$ cat src/rtl/vector_mem_pkg.sv
// rtl/vector_mem_pkg.sv - shared widths and FSM state type for the vector gather unit
package vector_mem_pkg;

  localparam int VEC_W  = 128;
  localparam int WORD_W = 32;
  localparam int BEATS  = VEC_W / WORD_W;

  typedef enum logic [2:0] {
    IDLE,
    REQ,
    WAIT,
    DRAIN,
    DONE
  } vmg_state_t;

endpackage

$ cat src/rtl/vector_mem_gather_if.sv
// rtl/vector_mem_gather_if.sv - word-wide data memory port; store signals only with VECTOR_MEM_STORE_EN
interface vector_mem_gather_if
  import vector_mem_pkg::*;
#(
  parameter int ADDR_W = 32
) ();

  logic              mem_req;
  logic [ADDR_W-1:0] mem_addr;
  logic              mem_gnt;
  logic              mem_rvalid;
  logic [WORD_W-1:0] mem_rdata;
`ifdef VECTOR_MEM_STORE_EN
  logic              mem_we;
  logic [WORD_W-1:0] mem_wdata;

  modport master (
    output mem_req, mem_addr, mem_we, mem_wdata,
    input  mem_gnt, mem_rvalid, mem_rdata
  );
  modport slave (
    input  mem_req, mem_addr, mem_we, mem_wdata,
    output mem_gnt, mem_rvalid, mem_rdata
  );
`else
  modport master (
    output mem_req, mem_addr,
    input  mem_gnt, mem_rvalid, mem_rdata
  );
  modport slave (
    input  mem_req, mem_addr,
    output mem_gnt, mem_rvalid, mem_rdata
  );
`endif

endinterface

$ cat src/rtl/vector_mem_gather.sv
// rtl/vector_mem_gather.sv - gathers a 128-bit vector from four word loads; VECTOR_MEM_STORE_EN adds the scatter path
module vector_mem_gather
  import vector_mem_pkg::*;
#(
  parameter int ADDR_W = 32
) (
  input  logic               clk,
  input  logic               rst_n,
  input  logic               flush,
  input  logic               req_valid,
  output logic               req_ready,
  input  logic [ADDR_W-1:0]  req_addr,
`ifdef VECTOR_MEM_STORE_EN
  input  logic               req_we,
  input  logic [VEC_W-1:0]   req_wdata,
`endif
  vector_mem_gather_if.master mem,
  output logic               rsp_valid,
  output logic [VEC_W-1:0]   rsp_data,
  output logic               busy
);

  vmg_state_t        state_q, state_d;
  logic [1:0]        beat_q, beat_d, beat_nxt;
  logic [ADDR_W-1:0] base_q, base_d, next_addr;
  logic [VEC_W-1:0]  asm_q, asm_d;
  logic [VEC_W-1:0]  rsp_data_q, rsp_data_d;
  logic              rsp_valid_q, rsp_valid_d;
  logic              mem_req_q, mem_req_d;
  logic [ADDR_W-1:0] mem_addr_q, mem_addr_d;
  logic [6:0]        lane_lo;
  logic              accept;
  logic              is_store;

  assign req_ready = rst_n && (state_q == IDLE) && !flush;
  assign busy      = (state_q != IDLE);
  assign accept    = req_valid && req_ready;
  assign beat_nxt  = beat_q + 2'd1;
  assign next_addr = base_q + ADDR_W'({beat_nxt, 2'b00});
  assign lane_lo   = {beat_q, 5'b00000};

  always_comb begin
    state_d     = state_q;
    beat_d      = beat_q;
    base_d      = base_q;
    asm_d       = asm_q;
    rsp_data_d  = rsp_data_q;
    rsp_valid_d = 1'b0;
    mem_req_d   = mem_req_q;
    mem_addr_d  = mem_addr_q;

    case (state_q)
      IDLE: begin
        if (accept) begin
          base_d     = req_addr & ~ADDR_W'(4'hF);
          beat_d     = 2'd0;
          state_d    = REQ;
          mem_req_d  = 1'b1;
          mem_addr_d = req_addr & ~ADDR_W'(4'hF);
        end
      end
      REQ: begin
        if (flush) begin
          // A granted load still owes us an rvalid, so it must be drained.
          mem_req_d = 1'b0;
          state_d   = (mem.mem_gnt && !is_store) ? DRAIN : IDLE;
        end else if (mem.mem_gnt) begin
          if (!is_store) begin
            state_d   = WAIT;
            mem_req_d = 1'b0;
          end else if (beat_q == 2'd3) begin
            state_d     = DONE;
            mem_req_d   = 1'b0;
            rsp_valid_d = 1'b1;
          end else begin
            beat_d     = beat_nxt;
            mem_addr_d = next_addr;
          end
        end
      end
      WAIT: begin
        if (mem.mem_rvalid) begin
          if (flush) begin
            state_d = IDLE;
          end else begin
            asm_d[lane_lo +: WORD_W] = mem.mem_rdata;
            if (beat_q == 2'd3) begin
              state_d     = DONE;
              rsp_valid_d = 1'b1;
              rsp_data_d  = asm_d;
            end else begin
              beat_d     = beat_nxt;
              state_d    = REQ;
              mem_req_d  = 1'b1;
              mem_addr_d = next_addr;
            end
          end
        end else if (flush) begin
          state_d = DRAIN;
        end
      end
      DRAIN: begin
        if (mem.mem_rvalid) begin
          state_d = IDLE;
        end
      end
      DONE: begin
        state_d = IDLE;
      end
      default: begin
        state_d   = IDLE;
        mem_req_d = 1'b0;
      end
    endcase
  end

  always_ff @(posedge clk or negedge rst_n) begin
    if (!rst_n) begin
      state_q     <= IDLE;
      beat_q      <= 2'd0;
      base_q      <= '0;
      asm_q       <= '0;
      rsp_data_q  <= '0;
      rsp_valid_q <= 1'b0;
      mem_req_q   <= 1'b0;
      mem_addr_q  <= '0;
    end else begin
      state_q     <= state_d;
      beat_q      <= beat_d;
      base_q      <= base_d;
      asm_q       <= asm_d;
      rsp_data_q  <= rsp_data_d;
      rsp_valid_q <= rsp_valid_d;
      mem_req_q   <= mem_req_d;
      mem_addr_q  <= mem_addr_d;
    end
  end

  assign mem.mem_req  = mem_req_q;
  assign mem.mem_addr = mem_addr_q;
  assign rsp_valid    = rsp_valid_q;
  assign rsp_data     = rsp_data_q;

`ifdef VECTOR_MEM_STORE_EN
  logic              is_store_q, is_store_d;
  logic [VEC_W-1:0]  wbuf_q, wbuf_d;
  logic              mem_we_q, mem_we_d;
  logic [WORD_W-1:0] mem_wdata_q, mem_wdata_d;

  assign is_store = is_store_q;

  // Store strobe and data follow the registered request, lane chosen by the next beat.
  always_comb begin
    is_store_d = is_store_q;
    wbuf_d     = wbuf_q;
    if (accept) begin
      is_store_d = req_we;
      wbuf_d     = req_wdata;
    end
    mem_we_d    = mem_req_d && is_store_d;
    mem_wdata_d = '0;
    if (mem_we_d) begin
      mem_wdata_d = wbuf_d[{beat_d, 5'b00000} +: WORD_W];
    end
  end

  always_ff @(posedge clk or negedge rst_n) begin
    if (!rst_n) begin
      is_store_q  <= 1'b0;
      wbuf_q      <= '0;
      mem_we_q    <= 1'b0;
      mem_wdata_q <= '0;
    end else begin
      is_store_q  <= is_store_d;
      wbuf_q      <= wbuf_d;
      mem_we_q    <= mem_we_d;
      mem_wdata_q <= mem_wdata_d;
    end
  end

  assign mem.mem_we    = mem_we_q;
  assign mem.mem_wdata = mem_wdata_q;
`else
  assign is_store = 1'b0;
`endif

endmodule
$ cat src/flat_wrapper.sv
// flat-port wrapper written by rule: the top's interface ports become plain ports
module vector_mem_gather_flat import vector_mem_pkg::*;
#(
  parameter int ADDR_W = 32
)
  (clk, rst_n, flush, req_valid, req_ready, req_addr, rsp_valid, rsp_data, busy, mem_mem_req, mem_mem_addr, mem_mem_gnt, mem_mem_rvalid, mem_mem_rdata);
  vector_mem_gather_if #(.ADDR_W(ADDR_W)) mem_i ();
  input  logic clk;
  input  logic rst_n;
  input  logic flush;
  input  logic req_valid;
  output logic req_ready;
  input  logic [ADDR_W-1:0] req_addr;
  output logic rsp_valid;
  output logic [VEC_W-1:0] rsp_data;
  output logic busy;
  output wire logic [$bits(mem_i.mem_req)-1:0] mem_mem_req;
  output wire logic [$bits(mem_i.mem_addr)-1:0] mem_mem_addr;
  input wire logic [$bits(mem_i.mem_gnt)-1:0] mem_mem_gnt;
  input wire logic [$bits(mem_i.mem_rvalid)-1:0] mem_mem_rvalid;
  input wire logic [$bits(mem_i.mem_rdata)-1:0] mem_mem_rdata;
  assign mem_mem_req = mem_i.mem_req;
  assign mem_mem_addr = mem_i.mem_addr;
  assign mem_i.mem_gnt = mem_mem_gnt;
  assign mem_i.mem_rvalid = mem_mem_rvalid;
  assign mem_i.mem_rdata = mem_mem_rdata;
  vector_mem_gather #(.ADDR_W(ADDR_W)) u_core (.clk(clk), .rst_n(rst_n), .flush(flush), .req_valid(req_valid), .req_ready(req_ready), .req_addr(req_addr), .mem(mem_i), .rsp_valid(rsp_valid), .rsp_data(rsp_data), .busy(busy));
endmodule
$ cat config.mk
export PLATFORM = sky130hd
export DESIGN_NAME = vector_mem_gather_flat
export DESIGN_NICKNAME = d
export VERILOG_FILES = /design/src/rtl/vector_mem_pkg.sv /design/src/rtl/vector_mem_gather_if.sv /design/src/rtl/vector_mem_gather.sv /design/src/flat_wrapper.sv
export SDC_FILE = /design/constraint.sdc
export NUM_CORES = 1
export LEC_CHECK = 0
export BUFFER_PORTS_ARGS = -buffer_cell sky130_fd_sc_hd__buf_2
export CORE_AREA = 2 2 239 241
export CTS_BUF_LIST = sky130_fd_sc_hd__clkbuf_8
export CTS_CLUSTER_DIAMETER = 150
export DETAILED_ROUTE_END_ITERATION = 16
export DIE_AREA = 0 0 241 243
export GPL_ROUTABILITY_DRIVEN = 0
export SETUP_SLACK_MARGIN = 0.3
export SLEW_MARGIN = 20
export SYNTH_ARGS = -nofsm -noshare
export SYNTH_HDL_FRONTEND = slang
export SYNTH_SLANG_ARGS = --single-unit
$ cat constraint.sdc
create_clock -name clk -period 4.03 [get_ports clk]
set_input_delay 0.2015 -clock clk [delete_from_list [all_inputs] [get_ports clk]]
set_output_delay 0.2015 -clock clk [all_outputs]
set_load 0.03 [all_outputs]
==> out/results.ini <==
[place]
place_ws_ps=1450
numPortBuffers=227
dp.cells=1977
hpwl_um=24500

[final_layout]
fin_util=0.297
area_growth_pct=25.1
instances_no_fill=2138
layout.nets=1422
nFillCells=5777
drive_gt1_frac=0.301
diodes=0
layout_common_cells=319 x dfrtp_1, 261 x nor2_1, 226 x buf_2
multi_input_area_mm2=0.00460
layout_commonest_cell=dfrtp_1
seq_area_mm2=0.00798

[floorplan]
dieArea_mm2=0.0586
core_area_mm2=0.0560
die_x_um=241
die-height_um=243
row_count=87
start_util=0.237
io_pins=234

[timing]
fin_worst_skew_ps=20.9
tightest_slew_ps=1070
setup_viol=0
slew-limit-headroom=0.290
layout_setup_ws_ps=1420
finalSetupTns_ps=0
maxSlewViolCount=0
fmax_ghz=0.383
rsz0062_at_grt=false
period_minus_slack_ps=2610
finalHoldViolCount=0
min_period_over_period=0.648
hold_slack_ps=122

[global_routing]
grt_antenna_before_repair=0
grt_pass1_vias=10600
grt_max_degree=168
gr-total-overflow=0
grt_usage=0.140
grt_first_pass_wirelength_um=62900

[synthesis]
synth_ff_type=dfrtp_1
synth_seq_cells=319
yosysWarnings=0
synth_edf_count=0
synthArstFlopShare=1.00
ys_seq_area_frac=0.602
synth_simple_gate_area_frac=0.0904
synth_top_family_by_area=compound AO/OA/AOI/OAI gates
synth_cell_types=40
synth.avg_cell_area_um2=12.0
synthAdderAreaFrac=0.00566
syn_inst=1109
synth_xor_area_frac=0
netlist_area_mm2=0.0133
yosys-mux-area-fraction=0.0713
synth_compound_area_frac=0.175

[min_path]
hold_depth=4
hold_path.startpoint=mem_mem_rvalid
whs_endpoint=u_core.mem.mem_addr[3]$_DFFE_PN0P_
hp-class=input port to flip-flop

[critical_path]
cp_max_fo=32
rr_worst_depth=6
critPathLaunchType=flip-flop
crit_path_end_kind=flip-flop
critical_path_class=flip-flop to flip-flop
required_ps=4570
r2r_start=u_core.beat_q[0]$_DFFE_PN0P_
r2r_setup_slack_ps=1420
r2r_end=u_core.asm_q[31]$_DFFE_PN0P_
worst_ep_arrival_time_ps=3150

[outcome]
outcome=finished, final reports clean

[clocking]
cts_sinks=319
clock_path_buffers=3
ctsResizeCount=0
clock-root-buffer=clkbuf_8
cts_tree=built
post-cts-setup-buffer-count=0
htree_levels=2
path_clk_slew_ps=60
insertion_delay_ps=630
numCtsBuffers=58

[power_and_ir_drop]
p_comb_frac=0.241
switching_power_uw=3020
clock_power_share=0.326
leakagePower_uw=0.00821
switching_share=0.326
irDropWorstVdd_uv=430
p_int_uw=6260
seqPwrFrac=0.434
powerDensity_mw_per_mm2=559

[detailed_routing]
routedWlPerCell_um=19.2
dr.first_iter.drc_count=683
ant_nets=0
detailroute.via_count=10100
drc=0
routed_wl_um=41100
viasPerCell=4.73
first_pass_iters=5

[job]
cap_violations=0

through the flow:
stage | total power [µW] | instance area [µm²]
2_1_floorplan | 5550 | 13300
3_3_place_gp | 6160 | 14800
3_5_place_dp | 6250 | 14800
4_1_cts | 9420 | 16600
5_1_grt | 9750 | 16600
6_report | 9280 | 16600
power groups by stage:
stage | combinational (µW) | clock [µW] | sequential (µW)
finish | 2240 | 3020 | 4020
global route | 2400 | 3270 | 4080
CTS | 2260 | 3140 | 4020
detailed placement | 2190 | 0 | 4060
global placement | 2130 | 0 | 4030
floorplan | 1140 | 0 | 4410
how the worst max path moves through the flow:
stage	start	end	slack, ps	cells past startpoint
floorplan	u_core.beat_q[0]$_DFFE_PN0P_	u_core.asm_q[10]$_DFFE_PN0P_	1920	9
global placement	u_core.beat_q[0]$_DFFE_PN0P_	u_core.rsp_data[54]$_DFFE_PN0P_	1530	5
detailed placement	u_core.state_q[1]$_DFFE_PN0P_	u_core.mem.mem_addr[17]$_DFFE_PN0P_	1450	6
CTS	u_core.state_q[1]$_DFFE_PN0P_	u_core.mem.mem_addr[27]$_DFFE_PN0P_	1450	6
global route	u_core.state_q[1]$_DFFE_PN0P_	u_core.mem.mem_addr[29]$_DFFE_PN0P_	1310	6
finish	u_core.beat_q[0]$_DFFE_PN0P_	u_core.asm_q[31]$_DFFE_PN0P_	1420	6
Yosys cell counts, types with 2 or more instances:
cell type | instances | area share
ha_1 | 6 | 0.0057
a22o_1 | 128 | 0.084
and3_1 | 2 | 0.00094
buf_2 | 32 | 0.012
buf_1 | 28 | 0.0079
buf_6 | 21 | 0.018
clkbuf_1 | 44 | 0.012
a221oi_1 | 128 | 0.084
buf_4 | 4 | 0.0023
mux2_1 | 8 | 0.0068
mux2_2 | 76 | 0.064
dfrtp_1 | 319 | 0.60
nand2b_1 | 2 | 0.00094
nand2_1 | 8 | 0.0023
inv_2 | 2 | 0.00057
and2_1 | 5 | 0.0024
inv_1 | 8 | 0.0023
a21oi_1 | 3 | 0.0011
nor2b_1 | 3 | 0.0014
nand3_1 | 2 | 0.00075
nor2_1 | 261 | 0.074
sequential cells by signal, indices dropped and copies added (netlist names):
| signal | count |
|---|---|
| u_core.base_q | 28 |
| u_core.mem.mem_req | 1 |
| u_core.asm_q | 128 |
| u_core.beat_q | 1 |
| u_core.rsp_data | 128 |
| u_core.rsp_valid | 1 |
| u_core.mem.mem_addr | 29 |
| u_core.state_q | 3 |
critical path: stages, from the launching register on:
cell and delay [ps]:
dfrtp_1 530, inv_2 100, ha_1 320, inv_1 160, and4_2 250, and2_2 850, a22o_1 300
cell type report:
class	instances	area share
inverter	10	0.00241
multi-input combinational	652	0.277
tap	756	0.0570
clock buffer	69	0.0572
clock inverter	27	0.0100
sequential	319	0.481
timing repair buffer	305	0.116
logic make-up (layout without fill, tap and decap cells):
kind of cell,count (synthesis),in the layout
muxes,84,84
buffers and inverters,139,411
other,1,2
AOI/OAI and AO/OA,268,268
and+or+nand+nor,292,292
DFF,319,319
adders and majority gates,6,6
layer usage:
| metal | GRT usage | share of wire | vias up | wire [µm] |
|---|---|---|---|---|
| met1 | 0.176 | 0.42 | 5158 | 17300 |
| met2 | 0.215 | 0.46 | 405 | 18700 |
| li1 | - | - | 4486 | - |
| met4 | 0.0496 | 0.028 | 0 | 1170 |
| met5 | 0 | 0 | - | 0 |
| met3 | 0.0573 | 0.096 | 74 | 3960 |
what timing repair did:
action                                 CTS  global route
setup endpoints to repair                0             0
hold buffers                            65             0
endpoints found under the hold margin  385             0
Note: power is estimated with default switching activity, not from simulation.
